===== config.mk =====
export PLATFORM = sky130hd
export DESIGN_NAME = serial_bit_tx
export DESIGN_NICKNAME = d
export VERILOG_FILES = /design/src/rtl/serial_bit_tx.sv
export SDC_FILE = /design/constraint.sdc
export NUM_CORES = 1
export LEC_CHECK = 0
export ABC_AREA = 1
export BUFFER_PORTS_ARGS = -buffer_cell sky130_fd_sc_hd__clkbuf_2
export CAP_MARGIN = 20
export CORE_UTILIZATION = 54
export CTS_CLUSTER_SIZE = 10
export DETAILED_ROUTE_END_ITERATION = 7
export HOLD_SLACK_MARGIN = 0.06
export MAX_ROUTING_LAYER = met4
export PLACE_DENSITY = 0.76
export SLEW_MARGIN = 30
export SYNTH_ARGS = -nofsm -noshare
export SYNTH_HDL_FRONTEND = slang
export SYNTH_SLANG_ARGS = --single-unit

===== constraint.sdc =====
create_clock -name CLK -period 1.6 [get_ports CLK]
set_input_delay 0.16 -clock CLK [delete_from_list [all_inputs] [get_ports CLK]]
set_output_delay 0.16 -clock CLK [all_outputs]
set_load 0.01 [all_outputs]

===== src/rtl/serial_bit_tx.sv =====
// Serial frame transmitter: start bit, DATA_W payload bits LSB-first, optional parity, stop bit.
// Build with SERIAL_TX_PARITY_EN defined to insert an even-parity bit between payload and stop.
module serial_bit_tx #(
  parameter int   DATA_W     = 8,
  parameter int   BIT_DIV    = 4,
  parameter logic IDLE_LEVEL = 1'b1
) (
  input  logic              CLK,
  input  logic              RST,
  input  logic              IN_VALID,
  input  logic [DATA_W-1:0] IN_DATA,
  output logic              IN_READY,
  output logic              OUT,
  output logic              BUSY,
  output logic              DONE
);

  localparam int CNT_W = (BIT_DIV > 1) ? $clog2(BIT_DIV) : 1;
  localparam int IDX_W = $clog2(DATA_W + 1);
  localparam logic [CNT_W-1:0] CNT_LAST = CNT_W'(BIT_DIV - 1);
  localparam logic [IDX_W-1:0] IDX_LAST = IDX_W'(DATA_W - 1);

`ifdef SERIAL_TX_PARITY_EN
  typedef enum logic [2:0] {
    S_IDLE   = 3'd0,
    S_START  = 3'd1,
    S_DATA   = 3'd2,
    S_PARITY = 3'd3,
    S_STOP   = 3'd4
  } state_t;

  function automatic logic even_parity(input logic [DATA_W-1:0] word);
    return ^word;
  endfunction
`else
  typedef enum logic [2:0] {
    S_IDLE   = 3'd0,
    S_START  = 3'd1,
    S_DATA   = 3'd2,
    S_STOP   = 3'd4
  } state_t;
`endif

  state_t              state_q, state_d;
  logic [CNT_W-1:0]    cnt_q, cnt_d;
  logic [IDX_W-1:0]    idx_q, idx_d;
  logic [DATA_W-1:0]   shift_q, shift_d;
  logic                out_q, out_d;
  logic                done_q, done_d;
  logic                slot_end;
`ifdef SERIAL_TX_PARITY_EN
  logic                par_q, par_d;
`endif

  // Frame sequencing: next state, divider, bit index and shift register.
  always_comb begin
    state_d  = state_q;
    cnt_d    = cnt_q;
    idx_d    = idx_q;
    shift_d  = shift_q;
`ifdef SERIAL_TX_PARITY_EN
    par_d    = par_q;
`endif
    slot_end = (cnt_q == CNT_LAST);

    case (state_q)
      S_IDLE: begin
        if (IN_VALID) begin
          state_d = S_START;
          cnt_d   = '0;
          idx_d   = '0;
          shift_d = IN_DATA;
`ifdef SERIAL_TX_PARITY_EN
          par_d   = even_parity(IN_DATA);
`endif
        end else begin
          state_d = S_IDLE;
        end
      end
      S_START: begin
        if (slot_end) begin
          state_d = S_DATA;
          cnt_d   = '0;
        end else begin
          cnt_d   = cnt_q + CNT_W'(1);
        end
      end
      S_DATA: begin
        if (slot_end) begin
          cnt_d = '0;
          if (idx_q == IDX_LAST) begin
`ifdef SERIAL_TX_PARITY_EN
            state_d = S_PARITY;
`else
            state_d = S_STOP;
`endif
          end else begin
            shift_d = shift_q >> 1;
            idx_d   = idx_q + IDX_W'(1);
          end
        end else begin
          cnt_d = cnt_q + CNT_W'(1);
        end
      end
`ifdef SERIAL_TX_PARITY_EN
      S_PARITY: begin
        if (slot_end) begin
          state_d = S_STOP;
          cnt_d   = '0;
        end else begin
          cnt_d   = cnt_q + CNT_W'(1);
        end
      end
`endif
      S_STOP: begin
        if (slot_end) begin
          state_d = S_IDLE;
          cnt_d   = '0;
        end else begin
          cnt_d   = cnt_q + CNT_W'(1);
        end
      end
      default: begin
        state_d = S_IDLE;
        cnt_d   = '0;
        idx_d   = '0;
      end
    endcase
  end

  // Line level and DONE are decoded from the next state so they register on the same edge.
  always_comb begin
    out_d  = IDLE_LEVEL;
    done_d = (state_d == S_STOP) && (cnt_d == CNT_LAST);
    case (state_d)
      S_IDLE:   out_d = IDLE_LEVEL;
      S_START:  out_d = ~IDLE_LEVEL;
      S_DATA:   out_d = shift_d[0];
`ifdef SERIAL_TX_PARITY_EN
      S_PARITY: out_d = par_d;
`endif
      S_STOP:   out_d = IDLE_LEVEL;
      default:  out_d = IDLE_LEVEL;
    endcase
  end

  // State and output registers; reset drops any frame in flight.
  always_ff @(posedge CLK or negedge RST) begin
    if (!RST) begin
      state_q <= S_IDLE;
      cnt_q   <= '0;
      idx_q   <= '0;
      shift_q <= '0;
      out_q   <= IDLE_LEVEL;
      done_q  <= 1'b0;
`ifdef SERIAL_TX_PARITY_EN
      par_q   <= 1'b0;
`endif
    end else begin
      state_q <= state_d;
      cnt_q   <= cnt_d;
      idx_q   <= idx_d;
      shift_q <= shift_d;
      out_q   <= out_d;
      done_q  <= done_d;
`ifdef SERIAL_TX_PARITY_EN
      par_q   <= par_d;
`endif
    end
  end

  assign IN_READY = (state_q == S_IDLE);
  assign BUSY     = (state_q != S_IDLE);
  assign OUT      = out_q;
  assign DONE     = done_q;

endmodule


==> flow_summary.toml <==
[finish]
antennaDiodeCount = 0
fin_cells = 163
layout_commonest_cell = "nand2_1"
fin_area_um2 = 1150
drive_gt1_share_pct = 30.4
final_util_pct = 65.9
layout.nets = 152
mostFrequentLayoutCells = "nand2_1, dfrtp_1, nand3_1, clkbuf_2"
n_fill_cell = 159
area_growth_pct = 14.3

[sta]
rsz0062_at_grt = "no"
min_period_ns = 1.47
fin_crit_sh_pct = 91.8
final_max_slew_viol_count = 0
setup_viol = 0
fin_setup_tns_ns = 0
finClkSkew_ns = 0.00306
hold_slack_ns = 0.0850
hold_viol_final = 0
relSlewSlack_pct = 68.8
worst_pin_slew_ns = 0.468
max_clock_freq_ghz = 0.681
timing.final.ws_setup_ns = 0.132

[clocking]
cts_max_level = 1
clk_path_buf_depth = 2
clk_pin_slew_ns = 0.11
numCtsBuffers = 3
insertion_delay_ns = 0.29
clock-root-buffer = "clkbuf_4"
cts_tree = "done"
cts_sinks = 19

[synthesis]
postSynthAreaPerCell_um2 = 8.45
syn-num-nets = 132
yosysUniqueCellTypes = 22
synth_cells = 119
syn_area_um2 = 1010
yosys_warnings = 0
synth_seq_cells = 19
ys_seq_area_share_pct = 47.4

[critical_path]
cp.arrival_ns = 1.31
crit_fanout = 9
end_kind = "primary output"
critPathKind = "reg2out"
crit_path_start_kind = "flip-flop"
r2r_start = "idx_q[0]"
crit_buf_inv = 2
reg2reg_depth = 7
cp.required_ns = 1.44
r2r_end = "DONE"
cpMaxStageDelayCell = "dfrtp_1"
path_cells = "inv_1 > nand2_2 > nor2_4 > clkbuf_2"
cp_top_family = "flip-flops"
max_stage_delay_ns = 0.44
r2r_setup_slack_ns = 0.16

[floorplanning]
start_util_pct = 57.6
io_pins = 15
std_cell_rows = 15
dieArea_um2 = 2040
die_w_um = 45.2
core_um2 = 1750
die_y_um = 45.2

[worst_hold_path]
worstHoldStart = "IN_DATA[7]"
hold_class = "in2reg"
hold_depth = 3
whs_endpoint = "shift_q[7]"

[power_and_ir_drop]
total_power_mw = 1.93
peakVddDrop_mv = 1.10
p_per_area_nw_per_um2 = 1680
p_leak_nw = 0.604

[grt]
grt_pass1_vias = 742
antenna_found_initial = 0
grt-ovfl-total = 0
grt_start_max_net_pins = 20
grt.total_usage_pct = 22.1
grt_first_pass_wirelength_um = 3060

[place]
place_inst = 157
gp_congestion = 0.806
dp_hpwl_um = 1400
portBuffers = 14
dpl_worst_slack_ns = 0.136
placed_area_um2 = 1100

[detailed_routing]
routed_wl_um = 1860
dr.pass1.iters = 4
remaining_drc_errors = 0
postRouteAntennaNets = 0
wire_per_inst_um = 11.4
drt_iter0_drc = 20
vias = 818
avgViaCountPerCell = 5.02

[status]
status = "complete, no violations"

[run]
maxCapViolCount = 0
cells in the mapped netlist:
cell      instances  share of area, %
nand2_1          34                13
dfrtp_1          18                45
nand3_1          18               9.0
a21oi_1           1              0.50
dfstp_2           1               2.6
nand2_4           1               1.1
ha_1              2               2.5
o21ai_1           4               2.0
xor2_1            1              0.87
inv_2             5               1.9
inv_1             8               3.0
nand3b_4          1               2.0
a22oi_2           1               1.2
or2_1             1              0.62
buf_2             1              0.50
o211ai_2          1               1.2
nand2_2           6               3.7
nand4_1           1              0.62
nand3_2           2               2.0
nor2_1            8               3.0
a21oi_2           1              0.87
nor2_4            3               3.4
flip-flops by register name, indices dropped and copies added, names as in the netlist:
| name | cells |
|---|---|
| state_q | 3 |
| DONE | 1 |
| shift_q | 8 |
| cnt_q | 2 |
| idx_q | 4 |
| OUT | 1 |
worst reg2reg max path, delay by kind of cell, from the launching register on:
kind	cells	cell delay, ns
adder cells (fa/ha/maj)	1	0.23
AO/OA/AOI/OAI	1	0.13
flip-flops	1	0.43
AND/OR/NAND/NOR	5	0.58
timing repair:
action,4_1_cts,5_1_grt
gates resized for setup,0,1
hold endpoints to repair,18,0
endpoints found under the setup margin,0,1
hold buffers,1,0
buffers inserted,0,1
cell families after synthesis:
kind of cell / count (synthesis) / share of synthesized area, %
and+or+nand+nor: 75 / 38.1
DFF: 19 / 47.4
adders and majority gates: 2 / 2.49
AOI/OAI and AO/OA: 8 / 5.85
buffers and inverters: 14 / 5.35
xor gates and xnor gates: 1 / 0.871
area by class of cell:
class	count	area, um2	area share (%)
clock buffer	3	22.5	1.96
clock inverter	1	5.00	0.435
inverter	13	48.8	4.24
multi-input combinational	86	478	41.6
sequential	19	477	41.5
tap	25	31.3	2.72
timing repair buffer	16	87.6	7.62
worst max path at each step:
stage | end | depth (start not counted) | startpoint | slack, ns
after floorplan | OUT | 10 | cnt_q[0] | 0.25
after global placement | OUT | 10 | cnt_q[0] | 0.19
after detailed placement | OUT | 10 | cnt_q[0] | 0.14
after CTS | OUT | 10 | cnt_q[0] | 0.12
after global routing | OUT | 9 | idx_q[0] | 0.04
final | IN_READY | 4 | state_q[2] | 0.13
layer usage:
layer | vias up | track usage [%] | share of wire [%]
met5 | - | - | 0
met4 | 0 | 10.9 | 0.65
met3 | 2 | 2.40 | 3.0
met2 | 17 | 35.1 | 48
met1 | 379 | 28.2 | 48
li1 | 420 | - | -
report_power, final:
| group | switching, mW | total (mW) | internal [mW] | leakage (nW) |
|---|---|---|---|---|
| Combinational | 0.597 | 0.932 | 0.336 | 0.338 |
| Clock | 0.149 | 0.242 | 0.0930 | 0.0177 |
| Sequential | 0.116 | 0.758 | 0.642 | 0.248 |
No activity file was read; power rests on OpenSTA's default activity.
